`src/rtl/alu_pkg.sv`:
```
`default_nettype none
// ============================================================================
// Module      : alu_pkg
// Description : Shared constants for the sequential ALU. This package holds
//               the mode codes, the FSM state encoding, the flag bit indices
//               and the signed-overflow helper functions.
// Revision    : 1.0 - initial release
// ============================================================================
package alu_pkg;

    // Operation codes presented on the mode input
    localparam logic [3:0] ALU_ADD = 4'h0;
    localparam logic [3:0] ALU_SUB = 4'h1;
    localparam logic [3:0] ALU_INC = 4'h2;
    localparam logic [3:0] ALU_DEC = 4'h3;
    localparam logic [3:0] ALU_AND = 4'h4;
    localparam logic [3:0] ALU_OR  = 4'h5;
    localparam logic [3:0] ALU_XOR = 4'h6;
    localparam logic [3:0] ALU_CMP = 4'h7;
    localparam logic [3:0] ALU_ADC = 4'h8;
    localparam logic [3:0] ALU_SBB = 4'h9;
    localparam logic [3:0] ALU_SHL = 4'hA;
    localparam logic [3:0] ALU_SHR = 4'hB;
    localparam logic [3:0] ALU_ROL = 4'hC;
    localparam logic [3:0] ALU_ROR = 4'hD;
    localparam logic [3:0] ALU_MUL = 4'hE;
    localparam logic [3:0] ALU_NOT = 4'hF;

    // Controller states
    localparam logic [1:0] IDLE = 2'd0;
    localparam logic [1:0] MUL  = 2'd1;
    localparam logic [1:0] DONE = 2'd2;

    // Bit positions inside the registered flag vector
    localparam int FLAG_W        = 4;
    localparam int FLAG_ZERO     = 0;
    localparam int FLAG_CARRY    = 1;
    localparam int FLAG_NEGATIVE = 2;
    localparam int FLAG_OVERFLOW = 3;

    // Signed overflow of a + b: operands agree in sign, result disagrees
    function automatic logic add_ovf(input logic sa, input logic sb, input logic sr);
        return (sa == sb) && (sr != sa);
    endfunction

    // Signed overflow of a - b (also valid with a borrow-in)
    function automatic logic sub_ovf(input logic sa, input logic sb, input logic sr);
        return (sa != sb) && (sr != sa);
    endfunction

endpackage
`default_nettype wire

```
`src/rtl/alu_mul_iter.sv`:
```
`default_nettype none
// ============================================================================
// Module      : alu_mul_iter
// Description : Iterative unsigned N x N shift-add multiplier. A start pulse
//               loads the operands, N iterations follow, and then done
//               pulses for one cycle while product holds the result.
// Revision    : 1.0 - initial release
// ============================================================================
module alu_mul_iter #(
    parameter int N = 8
) (
    input  logic           clk,
    input  logic           rst_n,
    input  logic           start,
    input  logic [N-1:0]   a,
    input  logic [N-1:0]   b,
    output logic           busy,
    output logic           done,
    output logic [2*N-1:0] product
);

    localparam int            CW     = (N > 1) ? $clog2(N) : 1;
    localparam logic [CW-1:0] c_last = CW'(N - 1);

    logic [N-1:0]   r_a;
    logic [2*N-1:0] r_acc;     // {partial high word, remaining multiplier bits}
    logic [CW-1:0]  r_cnt;
    logic           r_busy;
    logic           r_done;
    logic [N:0]     w_sum;

    // The multiplicand is added into the high half when the current multiplier LSB is set
    assign w_sum = {1'b0, r_acc[2*N-1:N]} + (r_acc[0] ? {1'b0, r_a} : {(N+1){1'b0}});

    // Load on start, then do one add-and-shift step per cycle until the last bit is used
    always_ff @(posedge clk or negedge rst_n) begin
        if (!rst_n) begin
            r_a    <= '0;
            r_acc  <= '0;
            r_cnt  <= '0;
            r_busy <= 1'b0;
            r_done <= 1'b0;
        end else begin
            r_done <= 1'b0;
            if (start) begin
                r_a    <= a;
                r_acc  <= {{N{1'b0}}, b};
                r_cnt  <= '0;
                r_busy <= 1'b1;
            end else if (r_busy) begin
                r_acc <= {w_sum, r_acc[N-1:1]};
                r_cnt <= r_cnt + CW'(1);
                if (r_cnt == c_last) begin
                    r_busy <= 1'b0;
                    r_done <= 1'b1;
                end
            end
        end
    end

    assign busy    = r_busy;
    assign done    = r_done;
    assign product = r_acc;

endmodule
`default_nettype wire

```
`src/rtl/alu_seq.sv`:
```
`default_nettype none
// ============================================================================
// Module      : alu_seq
// Description : Handshaked sequential ALU. It runs one operation per accepted
//               request. Single-cycle modes complete on the accept edge.
//               MUL runs through the iterative multiplier. Results and flags
//               are held until the consumer takes them.
// Revision    : 1.0 - initial release
// ============================================================================
module alu_seq
    import alu_pkg::*;
#(
    parameter int N = 8
) (
    input  logic         clk,
    input  logic         rst_n,
    input  logic         in_valid,
    output logic         in_ready,
    input  logic [3:0]   mode,
    input  logic [N-1:0] in_a,
    input  logic [N-1:0] in_b,
    output logic         out_valid,
    input  logic         out_ready,
    output logic [N-1:0] out,
    output logic [N-1:0] out_hi,
    output logic         flag_zero,
    output logic         flag_carry,
    output logic         flag_negative,
    output logic         flag_overflow,
    output logic         busy
);

    logic [1:0]        r_state;
    logic [N-1:0]      r_out;
    logic [N-1:0]      r_out_hi;
    logic [FLAG_W-1:0] r_flags;

    logic              w_accept;
    logic              w_mul_start;
    logic              w_mul_done;
    logic              w_mul_busy;
    logic [2*N-1:0]    w_product;

    logic [N:0]        w_ext;      // (N+1)-bit arithmetic result, bit N is carry/borrow
    logic [N-1:0]      w_res;
    logic              w_carry;
    logic              w_ovf;
    logic              w_arith;
    logic              w_keep_out; // CMP updates flags only

    assign in_ready    = (r_state == IDLE) || ((r_state == DONE) && out_ready);
    assign w_accept    = in_valid && in_ready;
    assign w_mul_start = w_accept && (mode == ALU_MUL);

    alu_mul_iter #(
        .N (N)
    ) u_mul (
        .clk     (clk),
        .rst_n   (rst_n),
        .start   (w_mul_start),
        .a       (in_a),
        .b       (in_b),
        .busy    (w_mul_busy),
        .done    (w_mul_done),
        .product (w_product)
    );

    // Single-cycle datapath: result, carry and overflow for every non-MUL mode
    always_comb begin
        w_ext      = '0;
        w_res      = '0;
        w_carry    = 1'b0;
        w_ovf      = 1'b0;
        w_arith    = 1'b0;
        w_keep_out = 1'b0;
        case (mode)
            ALU_ADD: begin
                w_arith = 1'b1;
                w_ext   = {1'b0, in_a} + {1'b0, in_b};
                w_ovf   = add_ovf(in_a[N-1], in_b[N-1], w_ext[N-1]);
            end
            ALU_SUB, ALU_CMP: begin
                w_arith    = 1'b1;
                w_keep_out = (mode == ALU_CMP);
                w_ext      = {1'b0, in_a} - {1'b0, in_b};
                w_ovf      = sub_ovf(in_a[N-1], in_b[N-1], w_ext[N-1]);
            end
            ALU_INC: begin
                w_arith = 1'b1;
                w_ext   = {1'b0, in_a} + (N+1)'(1);
                w_ovf   = add_ovf(in_a[N-1], 1'b0, w_ext[N-1]);
            end
            ALU_DEC: begin
                w_arith = 1'b1;
                w_ext   = {1'b0, in_a} - (N+1)'(1);
                w_ovf   = sub_ovf(in_a[N-1], 1'b0, w_ext[N-1]);
            end
            ALU_ADC: begin
                w_arith = 1'b1;
                w_ext   = {1'b0, in_a} + {1'b0, in_b} + {{N{1'b0}}, r_flags[FLAG_CARRY]};
                w_ovf   = add_ovf(in_a[N-1], in_b[N-1], w_ext[N-1]);
            end
            ALU_SBB: begin
                w_arith = 1'b1;
                w_ext   = {1'b0, in_a} - {1'b0, in_b} - {{N{1'b0}}, r_flags[FLAG_CARRY]};
                w_ovf   = sub_ovf(in_a[N-1], in_b[N-1], w_ext[N-1]);
            end
            ALU_AND: w_res = in_a & in_b;
            ALU_OR:  w_res = in_a | in_b;
            ALU_XOR: w_res = in_a ^ in_b;
            ALU_NOT: w_res = ~in_a;
            ALU_SHL: begin
                w_res   = {in_a[N-2:0], 1'b0};
                w_carry = in_a[N-1];
            end
            ALU_SHR: begin
                w_res   = {1'b0, in_a[N-1:1]};
                w_carry = in_a[0];
            end
            ALU_ROL: begin
                w_res   = {in_a[N-2:0], in_a[N-1]};
                w_carry = in_a[N-1];
            end
            ALU_ROR: begin
                w_res   = {in_a[0], in_a[N-1:1]};
                w_carry = in_a[0];
            end
            default: ; // MUL is handled by the iterative multiplier
        endcase
        if (w_arith) begin
            w_res   = w_ext[N-1:0];
            w_carry = w_ext[N];
        end
    end

    // Controller and result registers; these are written only when a result completes
    always_ff @(posedge clk or negedge rst_n) begin
        if (!rst_n) begin
            r_state  <= IDLE;
            r_out    <= '0;
            r_out_hi <= '0;
            r_flags  <= '0;
        end else if (w_accept && (mode != ALU_MUL)) begin
            r_state <= DONE;
            if (!w_keep_out) begin
                r_out    <= w_res;
                r_out_hi <= '0;
            end
            r_flags[FLAG_ZERO]     <= (w_res == '0);
            r_flags[FLAG_CARRY]    <= w_carry;
            r_flags[FLAG_NEGATIVE] <= w_res[N-1];
            r_flags[FLAG_OVERFLOW] <= w_ovf;
        end else if (w_accept) begin
            r_state <= MUL;
        end else if ((r_state == MUL) && w_mul_done) begin
            r_state                <= DONE;
            r_out                  <= w_product[N-1:0];
            r_out_hi               <= w_product[2*N-1:N];
            r_flags[FLAG_ZERO]     <= (w_product == '0);
            r_flags[FLAG_CARRY]    <= (w_product[2*N-1:N] != '0);
            r_flags[FLAG_NEGATIVE] <= w_product[2*N-1];
            r_flags[FLAG_OVERFLOW] <= 1'b0;
        end else if ((r_state == DONE) && out_ready) begin
            r_state <= IDLE;
        end else if (r_state == 2'd3) begin
            r_state <= IDLE;   // unreachable encoding, recover rather than lock up
        end
    end

    assign out_valid     = (r_state == DONE);
    assign out           = r_out;
    assign out_hi        = r_out_hi;
    assign flag_zero     = r_flags[FLAG_ZERO];
    assign flag_carry    = r_flags[FLAG_CARRY];
    assign flag_negative = r_flags[FLAG_NEGATIVE];
    assign flag_overflow = r_flags[FLAG_OVERFLOW];
    assign busy          = w_mul_busy;

endmodule
`default_nettype wire

```
`config.mk`:
```
export PLATFORM = sky130hd
export DESIGN_NAME = alu_seq
export DESIGN_NICKNAME = d
export VERILOG_FILES = /design/src/rtl/alu_pkg.sv /design/src/rtl/alu_mul_iter.sv /design/src/rtl/alu_seq.sv
export SDC_FILE = /design/constraint.sdc
export NUM_CORES = 1
export LEC_CHECK = 0
export BUFFER_PORTS_ARGS = -buffer_cell sky130_fd_sc_hd__buf_2
export CAP_MARGIN = 20
export CORE_AREA = 2 2 150 152
export DETAILED_ROUTE_END_ITERATION = 6
export DIE_AREA = 0 0 152 154
export HOLD_SLACK_MARGIN = 0.15
export MAX_ROUTING_LAYER = met4
export SYNTH_ARGS = -nofsm -noshare
export SYNTH_HDL_FRONTEND = slang
export SYNTH_SLANG_ARGS = --single-unit
```
`constraint.sdc`:
```
create_clock -name clk -period 5.2 [get_ports clk]
set_input_delay 0 -clock clk [delete_from_list [all_inputs] [get_ports clk]]
set_output_delay 0 -clock clk [all_outputs]
set_load 0.03 [all_outputs]
```
==> metrics list <==
* DR WL/cell: 19.1 um
- Cell Area, Synth: 0.00535 mm^2
* Setup slack after placement: 1.94 ns
* Ratio of cells with drive above 1 in the final layout: 0.132
- For this run, the post-layout net count is 743.
* Mapped Cells: 647
- Post-synthesis net count: 716
* Initial antenna violation count: 0
- Global routing finished with a remaining overflow of 0.
- Final hold analysis gives a worst-case slack of 0.209 ns.
- Clock-pin slew was measured on the worst setup and hold paths at 0.07 ns.
- Total half-perimeter wirelength after legalization and detailed placement: 14000 um
* Site Rows: 54
* Class of the tightest hold or removal check: in -> reg
- In this run, the number of DRC markers left after iteration 0 of detailed routing was 487.
- Arrival time reported for the critical path endpoint: 3.48 ns
- Across the run, the number of max-cap violations was 0.
- Hold-fix buffer count after cts: 10
- Fin. max-slew vios: 0
- The worst register-to-register path has a depth of 10.
- Number of buffers created by CTS: 5
* Number of levels the H-tree was split into: 2
- For the worst setup path, the data required time is 5.40 ns.
* Via count normalized by instance count: 5.31
- Entering global routing, the biggest net connects 52 pins.
- Clk Tree Root Cell: sky130_fd_sc_hd__clkbuf_16
* Die outline width: 152 um
* Worst-case vdd ir drop: 0.205 mV
* Prevailing post-synth register cell: sky130_fd_sc_hd__dfrtp_1
- The worst register-to-register path has a setup slack of 2.49 ns.
* Number of detailed-routing iterations run before antenna repair: 6
* Number of top-level pins: 47
* Count of fill cells added during filler insertion: 2347
- Critical path fanouts, max: 16
- In this run the post-CTS setup repair buffer count came out at 0.
- Async SR Flop Fraction: 1.00
- The worst setup path is launched from an input pin.
- Final TNS setup: 0 ns
- Dividing the final minimum period by the clock period gives 0.631.
- Static leakage: 2.55 nW
- After detailed routing, the number of remaining DRC violations is 0.
- # placed instances: 936
- After synthesis, the netlist uses 85 different library cells.
- Global-route wire length before repair: 29000 um
- In the post-route analysis, the smallest setup slack over all paths is 1.92 ns.
- The final hold violation count was 0.
- Setup violations remaining at the end of the flow were counted as 0.
- Final weighted congestion in routability-driven placement: 0.971
- Gr usage total: 0.159
* Post-route antenna net violation count: 0
- Share of synthesized area occupied by flip-flops and latches: 0.239
* Count of flip-flops with a built-in enable after synthesis: 0
* Crit path capture type: register
* Worst hold path cell count: 3
- Wirelength, routed: 18200 um
- Overall power consumption after layout is estimated at 0.00195 W.
- The run finished with clean final reports.
* Total power divided by cell area: 324 mW/mm^2
- Sequential cell area in the final layout: 0.00128 mm^2
* Final std cells w/o fill: 955
- The critical path is of the in -> reg type.
- Relative slew slack: 0.344
- Derived from the worst setup path, the maximum achievable clock frequency is 305 MHz.
- For the worst-skew pair, the clock arrives at the later sink with an insertion delay of 0.29 ns.
- Antenna diode count: 0
- Multi-input gate area: 0.00370 mm^2
* Post-CTS resize count: 0
- Area added between synthesis and finish: 12.4%
* Most used cells in the layout excluding fill and tap cells: 51 x sky130_fd_sc_hd__nand2_1, 51 x sky130_fd_sc_hd__dfrtp_1, 49 x sky130_fd_sc_hd__nor2_1, 46 x sky130_fd_sc_hd__buf_2
* Period minus WS final: 3.28 ns
* Buffer levels on the longest clock path: 2
* Fin Clk Skew: 0.00998 ns
- Number of port buffers: 46
* CTS tree: yes
- For the pin with the worst max-slew slack, the measured transition is 0.985 ns.
- Sink count of the clock tree: 51
- Library cell occupying the most area in the post-synthesis netlist: sky130_fd_sc_hd__dfrtp_1
* Yosys warning count: 0
* Unrepaired setup endpoints after global routing: no
* Initial Utilization: 0.247
* Synthesized area per cell: 8.27 um^2
- The via count of the first global-routing pass came to 5099.
- Die Ht: 154 um
* Total vias in the final route: 5074
* Ranking of synthesized cells by area: sky130_fd_sc_hd__dfrtp_1 24%, sky130_fd_sc_hd__ha_1 9.8%, sky130_fd_sc_hd__o21ai_0 3.9%
- The floorplan step defined a die boundary enclosing 0.0234 mm^2.
* Synthesis-stage register bit count: 51
* Top cell type's share of synthesized area: 0.239
- Placeable core region: 0.0217 mm^2
==> synth_stat cells, drive strengths merged, types with 6 or more instances <==
library cell / number
xor2: 11
inv: 38
nor4: 8
a2111oi: 7
a22o: 8
o31ai: 6
ha: 42
a22oi: 6
a221oi: 9
o21ai: 47
a211oi: 12
nand3: 21
buf: 16
a21o: 7
or2: 9
nor2: 50
mux2i: 20
dfrtp: 51
and2: 11
xnor2: 19
a31oi: 7
nand2: 51
nor3: 20
o21bai: 8
nand2b: 7
clkbuf: 25
and3: 9
a21oi: 33
o211ai: 10
o22ai: 6
==> routing by layer <==
layer	track usage	up-vias	wire length [um]
li1	-	2439	-
met5	-	-	0
met3	0.0231	39	1120
met4	0.0619	0	621
met1	0.202	2393	8090
met2	0.257	203	8410
==> area by class of cell <==
type,count,area share
inverters,38,0.0237
clock inverters,2,0.00583
well taps,280,0.0583
flip-flops and latches,51,0.212
repair buffers,61,0.0612
clock buffers,6,0.0231
multi-input cells,517,0.616
==> worst paths after layout <==
| check | startpoint | endpoint |
|---|---|---|
| max | in_b[2] | out[7] |
| min | in_a[4] | u_mul.r_a[4] |
| max reg2reg | r_flags[1] | r_flags[0] |
| min reg2reg | u_mul.r_a[3] | u_mul.r_a[3] |
| max in group asynchronous | rst_n | r_state[1] |
| min in group asynchronous | rst_n | u_mul.product[9] |
==> power by group <==
group / switching [W] / internal, W / total (W)
Sequential: 0.000150 / 0.000523 / 0.000673
Combinational: 0.000535 / 0.000360 / 0.000895
Clock: 0.000142 / 0.000239 / 0.000382
Total: 0.000827 / 0.00112 / 0.00195
==> stage by stage <==
stage,instance area [um^2],utilization
finish,6010,0.277
global route,6010,0.277
CTS,6010,0.277
global placement,5730,0.264
floorplan,5350,-
detailed placement,5730,0.264
==> flip-flops by register name, indices dropped and copies added (netlist names) <==
signal,flops
out,8
out_hi,8
r_flags,4
r_state,2
u_mul.busy,1
u_mul.done,1
u_mul.product,16
u_mul.r_a,8
u_mul.r_cnt,3
==> logic make-up (layout without fill, tap and decap cells) <==
family / Yosys count / after routing / share of synthesized area
and+or+nand+nor: 215 / 215 / 0.206
adders and majority gates: 45 / 45 / 0.109
xor gates and xnor gates: 30 / 30 / 0.0491
buffers and inverters: 79 / 107 / 0.0704
muxes: 23 / 23 / 0.0458
DFF: 51 / 51 / 0.239
AOI/OAI and AO/OA: 204 / 204 / 0.281
==> critical path, stage by stage <==
cell and delay [ns]:
sky130_fd_sc_hd__dlygate4sd3_1 0.52, sky130_fd_sc_hd__buf_2 0.17, sky130_fd_sc_hd__inv_1 0.07, sky130_fd_sc_hd__ha_1 0.54
sky130_fd_sc_hd__nor2b_4 0.27, sky130_fd_sc_hd__a211o_1 0.33, sky130_fd_sc_hd__a211oi_2 0.46, sky130_fd_sc_hd__nor3_1 0.12
sky130_fd_sc_hd__or3_1 0.42, sky130_fd_sc_hd__a21oi_2 0.26, sky130_fd_sc_hd__nor3_1 0.08, sky130_fd_sc_hd__o31ai_1 0.23
No activity file was read; power rests on OpenSTA's default activity.
